===== config.mk =====
export PLATFORM = sky130hd
export DESIGN_NAME = vip_timing_pattern_gen
export DESIGN_NICKNAME = d
export VERILOG_FILES = /design/src/rtl/vip_timing_pattern_gen.sv
export SDC_FILE = /design/constraint.sdc
export NUM_CORES = 1
export LEC_CHECK = 0
export CELL_PAD_IN_SITES_DETAIL_PLACEMENT = 1
export CELL_PAD_IN_SITES_GLOBAL_PLACEMENT = 1
export CORE_UTILIZATION = 41
export DETAILED_ROUTE_END_ITERATION = 10
export HOLD_SLACK_MARGIN = 0.08
export PLACE_DENSITY_LB_ADDON = 0.1
export SLEW_MARGIN = 10
export SYNTH_ARGS = -nofsm -noshare
export SYNTH_HDL_FRONTEND = slang
export SYNTH_SLANG_ARGS = --single-unit

===== constraint.sdc =====
create_clock -name clk -period 2.3 [get_ports clk]
set_input_delay 0.46 -clock clk [delete_from_list [all_inputs] [get_ports clk]]
set_output_delay 0.46 -clock clk [all_outputs]
set_load 0.1 [all_outputs]

===== src/rtl/vip_timing_pattern_gen.sv =====
// Synthetic video source: frame timing plus selectable grey test pattern on the
// per-image stream interface, used in place of the sensor path during bring-up.
module vip_timing_pattern_gen #(
  parameter int H_ACTIVE   = 640,
  parameter int H_FP       = 16,
  parameter int H_SYNC     = 96,
  parameter int H_BP       = 48,
  parameter int V_ACTIVE   = 480,
  parameter int V_FP       = 10,
  parameter int V_SYNC     = 2,
  parameter int V_BP       = 33,
  parameter int CHECK_LOG2 = 3
) (
  input  logic        clk,
  input  logic        rst,
  input  logic        enable,
  input  logic        pix_en,
  input  logic [1:0]  pattern_sel,
  input  logic [7:0]  gray_const,
  output logic        post_img_vsync,
  output logic        post_img_href,
  output logic        post_img_de,
  output logic [7:0]  post_img_gray,
  output logic        frame_done,
  output logic [15:0] frame_cnt
);

  localparam int H_TOTAL = H_ACTIVE + H_FP + H_SYNC + H_BP;
  localparam int V_TOTAL = V_ACTIVE + V_FP + V_SYNC + V_BP;
  localparam int HW      = (H_TOTAL > 1) ? $clog2(H_TOTAL) : 1;
  localparam int VW      = (V_TOTAL > 1) ? $clog2(V_TOTAL) : 1;
  localparam int H_AS    = H_SYNC + H_BP;
  localparam int H_AE    = H_AS + H_ACTIVE;
  localparam int V_AS    = V_SYNC + V_BP;
  localparam int V_AE    = V_AS + V_ACTIVE;
  localparam logic [HW-1:0] H_LAST = HW'(H_TOTAL - 1);
  localparam logic [VW-1:0] V_LAST = VW'(V_TOTAL - 1);

  typedef enum logic {S_IDLE = 1'b0, S_RUN = 1'b1} state_t;

  state_t          r_state;
  state_t          w_state_nxt;
  logic            w_latch;
  logic [HW-1:0]   r_h_cnt;
  logic [VW-1:0]   r_v_cnt;
  logic [1:0]      r_pat_sel;
  logic [7:0]      r_gray_const;
  logic            w_h_last;
  logic            w_v_last;
  logic            w_frame_end;
  logic            w_av;
  logic            w_ah;
  logic            w_vs;
  logic [7:0]      w_x;
  logic [7:0]      w_y;
  logic [7:0]      w_pix;

  assign w_h_last    = (r_h_cnt == H_LAST);
  assign w_v_last    = (r_v_cnt == V_LAST);
  assign w_frame_end = (r_state == S_RUN) && pix_en && w_h_last && w_v_last;
  assign w_vs        = (32'(r_v_cnt) < V_SYNC);
  assign w_av        = (32'(r_v_cnt) >= V_AS) && (32'(r_v_cnt) < V_AE);
  assign w_ah        = (32'(r_h_cnt) >= H_AS) && (32'(r_h_cnt) < H_AE);

  // Only the low 8 bits of the coordinates ever reach the pattern.
  assign w_x = 8'(r_h_cnt) - 8'(H_AS);
  assign w_y = 8'(r_v_cnt) - 8'(V_AS);

  always_comb begin
    w_pix = 8'h00;
    case (r_pat_sel)
      2'd0:    w_pix = w_x;
      2'd1:    w_pix = w_y;
      2'd2:    w_pix = (w_x[CHECK_LOG2] ^ w_y[CHECK_LOG2]) ? 8'hFF : 8'h00;
      default: w_pix = r_gray_const;
    endcase
  end

  always_ff @(posedge clk) begin
    if (rst) r_state <= S_IDLE;
    else     r_state <= w_state_nxt;
  end

  // enable only matters in IDLE or on the last slot of a frame.
  always_comb begin
    w_state_nxt = r_state;
    w_latch     = 1'b0;
    case (r_state)
      S_IDLE: begin
        if (enable) begin
          w_state_nxt = S_RUN;
          w_latch     = 1'b1;
        end
      end
      S_RUN: begin
        if (w_frame_end) begin
          if (enable) w_latch     = 1'b1;
          else        w_state_nxt = S_IDLE;
        end
      end
      default: w_state_nxt = S_IDLE;
    endcase
  end

  always_ff @(posedge clk) begin
    if (rst || r_state == S_IDLE) begin
      r_h_cnt <= '0;
      r_v_cnt <= '0;
    end else if (pix_en) begin
      if (w_h_last) begin
        r_h_cnt <= '0;
        r_v_cnt <= w_v_last ? '0 : r_v_cnt + VW'(1);
      end else begin
        r_h_cnt <= r_h_cnt + HW'(1);
      end
    end
  end

  always_ff @(posedge clk) begin
    if (rst) begin
      r_pat_sel    <= 2'd0;
      r_gray_const <= 8'h00;
    end else if (w_latch) begin
      r_pat_sel    <= pattern_sel;
      r_gray_const <= gray_const;
    end
  end

  // Output register: one cycle behind the counter state.
  always_ff @(posedge clk) begin
    if (rst) begin
      post_img_vsync <= 1'b0;
      post_img_href  <= 1'b0;
      post_img_de    <= 1'b0;
      post_img_gray  <= 8'h00;
      frame_done     <= 1'b0;
      frame_cnt      <= 16'd0;
    end else begin
      frame_done <= w_frame_end;
      if (w_frame_end) frame_cnt <= frame_cnt + 16'd1;
      if (r_state == S_RUN) begin
        post_img_vsync <= w_vs;
        post_img_href  <= w_av && w_ah;
        post_img_de    <= w_av && w_ah && pix_en;
        if (w_av && w_ah && pix_en) post_img_gray <= w_pix;
      end else begin
        post_img_vsync <= 1'b0;
        post_img_href  <= 1'b0;
        post_img_de    <= 1'b0;
      end
    end
  end

endmodule

==> summary.md, run 1 <==
| Metric | Value |
|---|---|
| DR pass1 iterations | `4` |
| Mapped Nets | `374` |
| Worst slew pin tran | `0.741 ns` |
| Area Growth Syn to Fin | `27.7%` |
| Post-synth EDFFs | `0` |
| Fraction of registers with async set/reset | `0%` |
| First-pass GRT wire length | `roughly 13 mm` |
| Via count | `between 2000 and 3000` |
| DRC Markers | `0` |
| Syn_area_per_cell | `8.43 um2` |
| Post-Layout Cell Count | `511` |
| Post-synthesis xor/xnor area fraction | `between 10% and 20%` |
| Main combinational cell family by area after synthesis | `simple AND/OR/NAND/NOR gates` |
| RSZ-0062 raised after global routing | `false` |
| Wire per inst | `about 15 um` |
| Count of final hold-check violations | `0` |
| Setup Viol. Count Final | `0` |
| GRT met1 Usage | `a little over a quarter` |
| Met2 usage in global routing | `38.6%` |
| Post-Synth Simple-Gate Area | `25.5%` |
| Final Cell Area | `3790 um2` |
| Reg area | `about 1200 um2` |
| Layout cells sized above 1 | `21.2%` |
| Syn Std Cell Area | `2970 um2` |
| GP Congestion | `0.819` |
| Vias in the first global route | `2598` |
| Worst Hold Class | `flip-flop to flip-flop` |
| Hold_buf cts | `0` |
| Largest net degree at the start of global routing | `24` |
| Die area | `around 7600 um2` |
| ANT nets after route | `0` |
| Power Dens Cells | `about 600 nW/um2` |
| Gr ovfl total | `0` |
| Leakage | `0.00148 uW` |
| Max Root-Sink Buffers | `2` |
| IO buf count | `41` |
| Final setup TNS | `0 ns` |
| Fill count | `between 800 and 900` |
| Post-synthesis mux area share | `2.40%` |
| Ports | `42` |
| Status | `finished clean` |
| Worst hold slack | `0.466 ns` |
| Post-synthesis adder-cell area fraction | `3.37%` |
| Crit share post-route | `94.0%` |
| Crit path DAT | `2.39 ns` |
| Yosys reg bits | `a little under 60` |
| Initial Util | `a little over two fifths` |
| Buf/Inv on CP | `1` |
| Crit path kind | `flip-flop to flip-flop` |
| Fmax | `463 MHz` |
| Crit path required time | `roughly 2.5 ns` |
| Top FF cell, synth | `dfxtp_1` |
| Max Cap Viol | `0` |
| Multi-input gate area | `1640 um2` |
| DR vias/cell | `5.12` |
| Cells after DPL | `495` |
| Core Area | `6910 um2` |
| Initial DRC count | `44` |
| H-tree depth | `3` |
| Most common cell after layout, fill and taps aside | `dfxtp_1` |
| Post-Place Cell Area | `approximately 3500 um2` |
| WL final | `7.60 mm` |
| CTS tree | `done` |
| Worst setup EP type | `flip-flop` |
| Max VDD drop | `0.369 mV` |
| Num CTS Buffers | `9` |
| Synth Area in Compound Gates | `13.4%` |
| CP cell instances | `inv_1 > ha_1 > or4b_2 > o32ai_1 > a2111oi_4 > nand3_1 > a21oi_2 > a22o_1` |
| Post-CTS setup buffer count | `0` |
| Commonest cells after routing, fill and taps aside | `58 x dfxtp_1, 57 x buf_4, 41 x nand2_1` |
| Fin nets | `between 400 and 500` |
| Diodes inserted | `0` |
| DP HPWL | `5.78 mm` |
| Skew-Pair Late Insertion Delay | `around 0.35 ns` |
| Met3 usage | `under 10%` |
| CP delay by family, top | `simple AND/OR/NAND/NOR gates` |
| CP max FO | `5` |
| Startpoint Class | `flip-flop` |
| Mapped Cells | `352` |
| Clk root buf | `clkbuf_8` |
| Initial antenna violation count | `0` |
| Clk sink count | `59` |
| Tmin final | `2.16 ns` |
| Crit path largest cell delay | `0.59 ns` |
| Post-synthesis sequential area ratio | `39.8%` |
| Row count | `30` |
| Netlist cell types | `52` |
| Slew Viols, Final | `0` |
| GRT Util Overall | `22.0%` |
| Critical path's slowest cell | `or4b_2` |
| Die height | `87.1 um` |
| Gr busiest metal | `met2` |
| Worst Skew | `0.00722 ns` |
| Die W | `87.1 um` |
| Ys Warns | `0` |
| Worst slew margin | `between 50% and 60%` |
| CTS clock-pin slew for the worst setup and hold paths | `approximately 0.070 ns` |
[synthesized netlist by cell type, types with 2 or more instances]
library cell   n  area [um2]
nor3_1        13        65.1
dfxtp_1       59        1180
mux2i_1        6        60.1
o31a_1         2        17.5
buf_4          4        30.0
nand2b_1       2        12.5
nand4_1       10        62.6
or3_1          7        43.8
nor2_1        36         135
a21oi_2        2        17.5
xnor2_1       18         158
clkbuf_1      14        52.6
a21oi_1       31         155
nand3_1       10        50.1
inv_1         11        41.3
buf_2          2        10.0
and2_1         3        18.8
and3_1         5        31.3
a22o_1         5        43.8
xor2_1        16         140
o22ai_1        2        12.5
nor2b_1        2        12.5
o21ai_0       12        60.1
and4_1         2        17.5
buf_6          2        22.5
nor4_1         2        12.5
a31oi_1        2        12.5
nand2_1       41         154
ha_1           8         100
[flip-flops by register name (all words and copies together) (netlist names)]
register and cells:
frame_cnt 16, r_h_cnt 10, r_v_cnt 10, post_img_gray 8, r_gray_const 8, r_pat_sel 2, frame_done 1, post_img_de 1
post_img_href 1, post_img_vsync 1, r_state 1
[tightest hold or removal path: stages, from the launching register on]
cell	delay, ns
dfxtp_1	0.33
nand2_1	0.05
o21ai_0	0.05
[area by class of cell]
type	count	share of cell area, %
clock inverters	6	2.34
multi-input cells	258	43.3
repair buffers	71	15.2
inverters	11	1.09
clock buffers	10	3.63
well taps	96	3.17
flip-flops and latches	59	31.2
[path summary, 6_finish.rpt]
| check | startpoint | slack (ns) | depth (start not counted) | endpoint |
|---|---|---|---|---|
| worst min register to register | post_img_gray[7] | 0.47 | 2 | post_img_gray[7] |
| worst max-delay path | r_h_cnt[4] | 0.14 | 8 | post_img_gray[1] |
| worst max register to register | r_h_cnt[4] | 0.14 | 8 | post_img_gray[1] |
| worst min-delay path | post_img_gray[7] | 0.47 | 2 | post_img_gray[7] |
[metrics by stage]
step	setup slack, ns	total power (uW)	util [%]
after floorplan	0.00917	1150	-
after global placement	0.0439	1210	51.3
after detailed placement	-0.00309	1210	51.3
after CTS	0.0254	2280	54.6
after global routing	0.0396	2350	54.9
final	0.139	2260	54.9
[logic make-up after synthesis]
| kind of cell | count (synthesis) |
|---|---|
| and+or+nand+nor | 145 |
| AOI/OAI and AO/OA | 64 |
| DFF | 59 |
| buffers and inverters | 35 |
| xor gates and xnor gates | 34 |
| adders and majority gates | 8 |
| muxes | 7 |
[power breakdown]
part | switching [uW] | internal, uW | leakage, uW
clock | 436 | 639 | 0.000108
sequential | 17.9 | 1040 | 0.000478
combinational | 70.3 | 60.1 | 0.000889
[routing by layer]
layer / vias to the layer above / part of all wire, %
met2: 34 / 50
met4: 0 / 1.0
met1: 1246 / 46
li1: 1331 / -
met3: 7 / 3.1
met5: - / 0
[timing repair]
item	4_1_cts	5_1_grt
pin swaps	1	0
gates resized for setup	0	2
endpoints found under the setup margin	2	7
Note: power is estimated with default switching activity, not from simulation.
==> inputs of run 2 (changes only) <==
GPL_TIMING_DRIVEN = 0   (was not set)
SKIP_CTS_REPAIR_TIMING = 1   (was not set)
==> summary.md, run 2 (synthesis results as in run 1) <==
| Metric | Value |
|---|---|
| Die W | `87.1 um (unchanged)` |
| GRT Util Overall | `21.3% (-0.67 points)` |
| Worst setup EP type | `primary output` |
| Wire per inst | `15.7 um (+5.9%)` |
| DRC Markers | `0 (unchanged)` |
| CTS clock-pin slew for the worst setup and hold paths | `0.07 ns (about the same)` |
| Final worst slack | `0.0602 ns (-0.0784 ns)` |
| Leakage | `0.00180 uW (+22%)` |
| Startpoint Class | `flip-flop` |
| DP HPWL | `5.64 mm (-2.5%)` |
| Initial Util | `43.0% (unchanged)` |
| GP Congestion | `0.783 (-4.4%)` |
| Commonest cells after routing, fill and taps aside | `53 x dfxtp_1, 40 x nand2_1, 36 x nor2_1` |
| Buf/Inv on CP | `1 (unchanged)` |
| Max VDD drop | `0.313 mV (-15%)` |
| Worst hold slack | `0.453 ns (-0.0127 ns)` |
| Worst hold start | `post_img_gray[7]` |
| CP delay by family, top | `buffers and inverters` |
| Count of final hold-check violations | `0 (unchanged)` |
| First-pass GRT wire length | `12.4 mm (-2.7%)` |
| Worst slew margin | `35.1% (-15 points)` |
| Cells after DPL | `488 (-1.4%)` |
| Fmax | `446 MHz (-3.5%)` |
| CTS tree | `done` |
| R2r endpoint | `post_img_gray[4]` |
| Worst-case reg-to-reg path depth | `9 (+1)` |
| Largest net degree at the start of global routing | `11 (-54%)` |
| DR pass1 iterations | `4 (unchanged)` |
| Die area | `7580 um2 (unchanged)` |
| CP max FO | `1 (-4)` |
| Num CTS Buffers | `9 (unchanged)` |
| Vias in the first global route | `2636 (+1.5%)` |
| Area Growth Syn to Fin | `32.0%` |
| DR vias/cell | `5.24 (+2.2%)` |
| Diodes inserted | `0 (unchanged)` |
| Slew Viols, Final | `0 (unchanged)` |
| Initial antenna violation count | `0 (unchanged)` |
| Crit path largest cell delay | `1.12 ns (+0.53 ns)` |
| Most common cell after layout, fill and taps aside | `dfxtp_1` |
| Worst slew pin tran | `0.971 ns (+0.230 ns)` |
| Crit path required time | `1.84 ns (-0.69 ns)` |
| Worst Skew | `0.00617 ns (-0.00106 ns)` |
| Clk sink count | `59 (unchanged)` |
| Final setup TNS | `0 ns (unchanged)` |
| Fin nets | `425 (-1.6%)` |
| Crit share post-route | `97.4% (+3.4 points)` |
| Max Root-Sink Buffers | `2 (unchanged)` |
| Crit path DAT | `1.78 ns (-0.61 ns)` |
| WL final | `7.94 mm (+4.4%)` |
| Critical path's slowest cell | `clkdlybuf4s50_1` |
| Clk root buf | `clkbuf_8` |
| Max reg flops | `16 (unchanged)` |
| Core Area | `6910 um2 (unchanged)` |
| Via count | `2640 (+0.84%)` |
| FF-to-FF Start | `r_h_cnt[5]` |
| Die height | `87.1 um (unchanged)` |
| CP cell instances | `clkdlybuf4s50_1` |
| ANT nets after route | `0 (unchanged)` |
| H-tree depth | `3 (unchanged)` |
| Reg with most FFs | `frame_cnt` |
| Layout cells sized above 1 | `15.2% (-6.0 points)` |
| Power Dens Cells | `582 nW/um2 (-2.3%)` |
| Biggest regs | `frame_cnt (16), r_h_cnt (10), r_v_cnt (10)` |
| Worst Hold Class | `flip-flop to flip-flop` |
| IO buf count | `40 (-2.4%)` |
| Row count | `30 (unchanged)` |
| Crit path kind | `flip-flop to primary output` |
| Status | `finished clean` |
| Ports | `42 (unchanged)` |
| Skew-Pair Late Insertion Delay | `0.34 ns (about the same)` |
| Initial DRC count | `64 (+45%)` |
| Max Cap Viol | `0 (unchanged)` |
| Reg2reg setup slack | `0.09 ns (-0.05 ns)` |
| Post-Layout Cell Count | `504 (-1.4%)` |
| Setup Viol. Count Final | `0 (unchanged)` |
| Tmin final | `2.24 ns (+0.0784 ns)` |
| DP Worst Slack | `-0.252 ns (-0.249 ns)` |
| Hold Crit Endpoint | `post_img_gray[7]` |
| Gr ovfl total | `0 (unchanged)` |
| Hold path depth | `2 (unchanged)` |
run 2: changes by cell type in the layout (fill, tap and decap cells not counted), moves of 2 or more:
cell / change
buf_4: -50
dlymetal6s2s_1: +24
clkbuf_1: +11
dfxtp_1: -5
dfxtp_2: +5
clkdlybuf4s50_1: +3
nor3_1: -3
nor3_2: +3
a21oi_4: +2
buf_2: +2
buf_6: +2
ha_1: -2
nand3_1: -2
nand3_2: +2
run 2: metrics by stage:
step                      cell area [um2]  util, %  power [uW]
after floorplan                      2970        -        1150
after global placement               3490     50.5        1190
after detailed placement             3490     50.5        1200
after CTS                            3720     53.8        2300
after global routing                 3920     56.7        2370
final                                3920     56.7        2280
run 2: area by class of cell:
cell class	instances	area [um2]
buffer	20	109
clock buffer	12	155
clock inverter	4	72.6
fill	843	2990
inverter	11	41.3
multi-input combinational	259	1750
sequential	59	1190
tap	96	120
timing repair buffer	43	483
run 2: routing by layer:
metal	share of wire, %	routed length [um]	GRT usage (%)	vias to the layer above
li1	-	-	-	1314
met1	44	3470	24.5	1280
met2	52	4110	38.2	36
met3	3.3	258	6.16	10
met4	1.3	105	6.52	0
met5	0	0	0	-
run 2: tightest hold or removal path, cell delays in order (launching register included):
cell	delay [ns]
dfxtp_1	0.32
nand2_1	0.04
o21ai_0	0.06
run 2: worst max-delay path by stage:
stage	cells past startpoint	from	slack [ns]	endpoint
global placement	8	r_v_cnt[1]	-0.21	post_img_gray[0]
detailed placement	8	r_v_cnt[1]	-0.25	post_img_gray[3]
finish	1	frame_done	0.06	frame_done
CTS	8	r_v_cnt[1]	-0.27	post_img_gray[3]
global route	9	r_h_cnt[0]	-0.02	frame_cnt[14]
floorplan	5	frame_cnt[3]	0.009	frame_cnt[15]
run 2: power breakdown:
group	internal, uW	leakage [uW]	switching [uW]
registers	1040	0.000480	15.9
logic	52.0	0.00121	79.0
clock network	668	0.000113	429
==> inputs of run 3 (changes only) <==
ABC_AREA = 1   (was not set)
CELL_PAD_IN_SITES_DETAIL_PLACEMENT = 0   (was 1)
CORE_UTILIZATION = 42   (was 41)
clock period = 2.8 ns   (was 2.3 ns; I/O delays follow)
==> summary.md, run 3 <==
| Metric | Value |
|---|---|
| Status | `finished clean` |
| DR pass1 iterations | `6 (+2)` |
| Biggest regs | `frame_cnt (16), r_h_cnt (10), r_v_cnt (10)` |
| Commonest cells after routing, fill and taps aside | `114 x nand2_1, 62 x nor2_1, 59 x dfxtp_1` |
| ANT nets after route | `0 (unchanged)` |
| FF-to-FF Start | `r_h_cnt[4]` |
| Skew-Pair Late Insertion Delay | `0.35 ns (about the same)` |
| Reg2reg setup slack | `0.91 ns (+0.82 ns)` |
| Initial Util | `43.8% (+0.81 points)` |
| Post-synth EDFFs | `0 (unchanged)` |
| Syn Std Cell Area | `3210 um2 (+8.1%)` |
| Initial DRC count | `142 (+120%)` |
| First-pass GRT wire length | `13.0 mm (+5.1%)` |
| Crit path largest cell delay | `1.17 ns (+0.05 ns)` |
| CP cell instances | `clkdlybuf4s50_1` |
| Gr ovfl total | `0 (unchanged)` |
| Wire per inst | `13.2 um (-16%)` |
| Initial antenna violation count | `0 (unchanged)` |
| Diodes inserted | `0 (unchanged)` |
| Die height | `89.4 um (+2.7%)` |
| Hold Crit Endpoint | `r_gray_const[5]` |
| Worst slew margin | `34.7% (-0.48 points)` |
| IO buf count | `40 (unchanged)` |
| Most common cell in the netlist | `nand2_1` |
| Tmin final | `between 2 and 3 ns` |
| Worst Hold Class | `flip-flop to flip-flop` |
| Leakage | `0.00146 uW (-19%)` |
| Combinational fraction of design power | `7.5% (+1.8 points)` |
| Startpoint Class | `flip-flop` |
| Largest net degree at the start of global routing | `12 (+1)` |
| Max reg flops | `16 (unchanged)` |
| DR vias/cell | `4.99 (-4.7%)` |
| Synth top area share | `36.8% (-3.0 points)` |
| R2r endpoint | `post_img_gray[3]` |
| Via count | `3106 (+18%)` |
| Most common cell after layout, fill and taps aside | `nand2_1` |
| Top post-synthesis cells by count | `114 x nand2_1, 62 x nor2_1, 59 x dfxtp_1` |
| Worst slew pin tran | `0.977 ns (+0.00575 ns)` |
| Worst Skew | `0.00927 ns (+0.00310 ns)` |
| Main area contributors after synthesis | `dfxtp_1 37%, nand2_1 13%, nor2_1 7.3%, inv_1 5.4%, a21oi_1 5.1%` |
| Buf/Inv on CP | `1 (unchanged)` |
| CP max FO | `6 (+5)` |
| Die W | `89.4 um (+2.7%)` |
| Max Cap Viol | `0 (unchanged)` |
| Largest area contributor in the netlist | `dfxtp_1` |
| RSZ-0062 raised after global routing | `false` |
| Fraction of registers with async set/reset | `0% (unchanged)` |
| Clk root buf | `clkbuf_8` |
| CTS tree | `done` |
| Slew Viols, Final | `0 (unchanged)` |
| WL final | `8.20 mm (+3.3%)` |
| Core Area | `7330 um2 (+6.1%)` |
| Hold path depth | `2 (unchanged)` |
| Sw Share | `27.7% (+4.7 points)` |
| Fmax | `395 MHz` |
| Power Dens Cells | `440 nW/um2 (-24%)` |
| Crit path required time | `2.24 ns (+0.40 ns)` |
| Fin nets | `540 (+27%)` |
| Vias in the first global route | `2784 (+5.6%)` |
| Worst hold start | `r_gray_const[5]` |
| Setup Viol. Count Final | `0 (unchanged)` |
| Ports | `42 (unchanged)` |
| Ys Warns | `0 (unchanged)` |
| Clk sink count | `59 (unchanged)` |
| Worst-case reg-to-reg path depth | `11 (+2)` |
| CP delay by family, top | `buffers and inverters` |
| Power, Total | `1720 uW (-25%)` |
| GRT Util Overall | `21.8% (+0.46 points)` |
| Mapped Nets | `489 (+31%)` |
| Netlist cell types | `37 (-29%)` |
| DRC Markers | `0 (unchanged)` |
| Count of final hold-check violations | `0 (unchanged)` |
| Crit path DAT | `1.97 ns (+0.19 ns)` |
| Fill count | `738 (-12%)` |
| Switching pwr | `476 uW (-9.2%)` |
| Syn_area_per_cell | `6.87 um2 (-18%)` |
| Crit path kind | `flip-flop to primary output` |
| Num CTS Buffers | `9 (unchanged)` |
| GP Congestion | `0.847 (+8.3%)` |
| Die area | `8000 um2 (+5.4%)` |
| Post-synthesis sequential area ratio | `36.8% (-3.0 points)` |
| Post-Layout Cell Count | `622 (+23%)` |
| Worst setup EP type | `primary output` |
| Int Pwr | `1240 uW (-29%)` |
| CTS clock-pin slew for the worst setup and hold paths | `0.08 ns (about the same)` |
| Cells after DPL | `606 (+24%)` |
| Reg with most FFs | `frame_cnt` |
| DP HPWL | `6.37 mm (+13%)` |
| Area Growth Syn to Fin | `21.9%` |
| Share of power burned in registers | `50.2% (+4.1 points)` |
| Max VDD drop | `0.245 mV (-22%)` |
| H-tree depth | `3 (unchanged)` |
| Yosys reg bits | `59 (unchanged)` |
| Top FF cell, synth | `dfxtp_1` |
| Mapped Cells | `467 (+33%)` |
| Max Root-Sink Buffers | `2 (unchanged)` |
| Final setup TNS | `0 ns (unchanged)` |
| Power share of the clock group | `42.3% (-5.8 points)` |
| Crit share post-route | `90.5%` |
| Layout cells sized above 1 | `8.60% (-6.6 points)` |
| Critical path's slowest cell | `clkdlybuf4s50_1` |
| Row count | `31 (+3.3%)` |
-- run 3: cell count changes after synthesis, moves of 5 or more --
cell and delta:
clkbuf_1 -11, nor2_1 +26, o21ai_1 +8, mux2i_1 -6, a22o_1 -5, nand3_1 +20, inv_1 +35, nand2_1 +73
nor3_1 +6, inv_2 +6, or3_1 -7, xnor2_1 -13
-- run 3: through the flow --
step | cell area, um2 | utilization, % | hold WS (ns) | worst slack [ns]
after detailed placement | 3730 | 50.9 | 0.454 | 0.342
final | 3910 | 53.4 | 0.463 | 0.266
after global routing | 3910 | 53.4 | 0.491 | 0.203
after CTS | 3910 | 53.4 | 0.464 | 0.261
after floorplan | 3210 | - | 0.430 | 0.683
after global placement | 3730 | 50.9 | 0.448 | 0.358
-- run 3: cell type report --
| type | instances | area (um2) | area share [%] |
|---|---|---|---|
| flip-flops and latches | 59 | 1180 | 30.2 |
| clock inverters | 6 | 41.3 | 1.06 |
| well taps | 99 | 124 | 3.17 |
| inverters | 52 | 195 | 4.99 |
| repair buffers | 40 | 400 | 10.2 |
| plain buffers | 10 | 53.8 | 1.38 |
| multi-input cells | 346 | 1780 | 45.5 |
| clock buffers | 10 | 138 | 3.52 |
-- run 3: power by group through the flow --
stage	logic, uW	clock network, uW	registers [uW]
after floorplan	75.8	0	887
after global placement	129	0	883
after detailed placement	129	0	883
after CTS	130	735	863
after global routing	144	778	866
final	129	727	863
-- run 3: layer usage --
layer	track usage, %	vias up	wire, um
met5	0	-	0
li1	-	1627	-
met3	4.52	12	355
met2	35.5	65	3750
met4	7.36	0	165
met1	28.7	1402	3920
-- run 3: worst max path at each step --
| stage | cells after the start | slack [ns] | endpoint | startpoint |
|---|---|---|---|---|
| after global placement | 9 | 0.36 | r_v_cnt[4] | pix_en |
| after detailed placement | 9 | 0.34 | r_v_cnt[4] | pix_en |
| after floorplan | 7 | 0.68 | frame_cnt[14] | frame_cnt[0] |
| after CTS | 1 | 0.26 | frame_cnt[8] | frame_cnt[8] |
| after global routing | 1 | 0.20 | frame_cnt[8] | frame_cnt[8] |
| final | 1 | 0.27 | frame_cnt[8] | frame_cnt[8] |
-- run 3: kinds of logic after synthesis --
group / synth area share (%)
compound gates: 10.1
xor+xnor: 4.91
buf+inv: 7.76
simple gates: 37.3
fa+ha+maj: 3.12
flops: 36.8
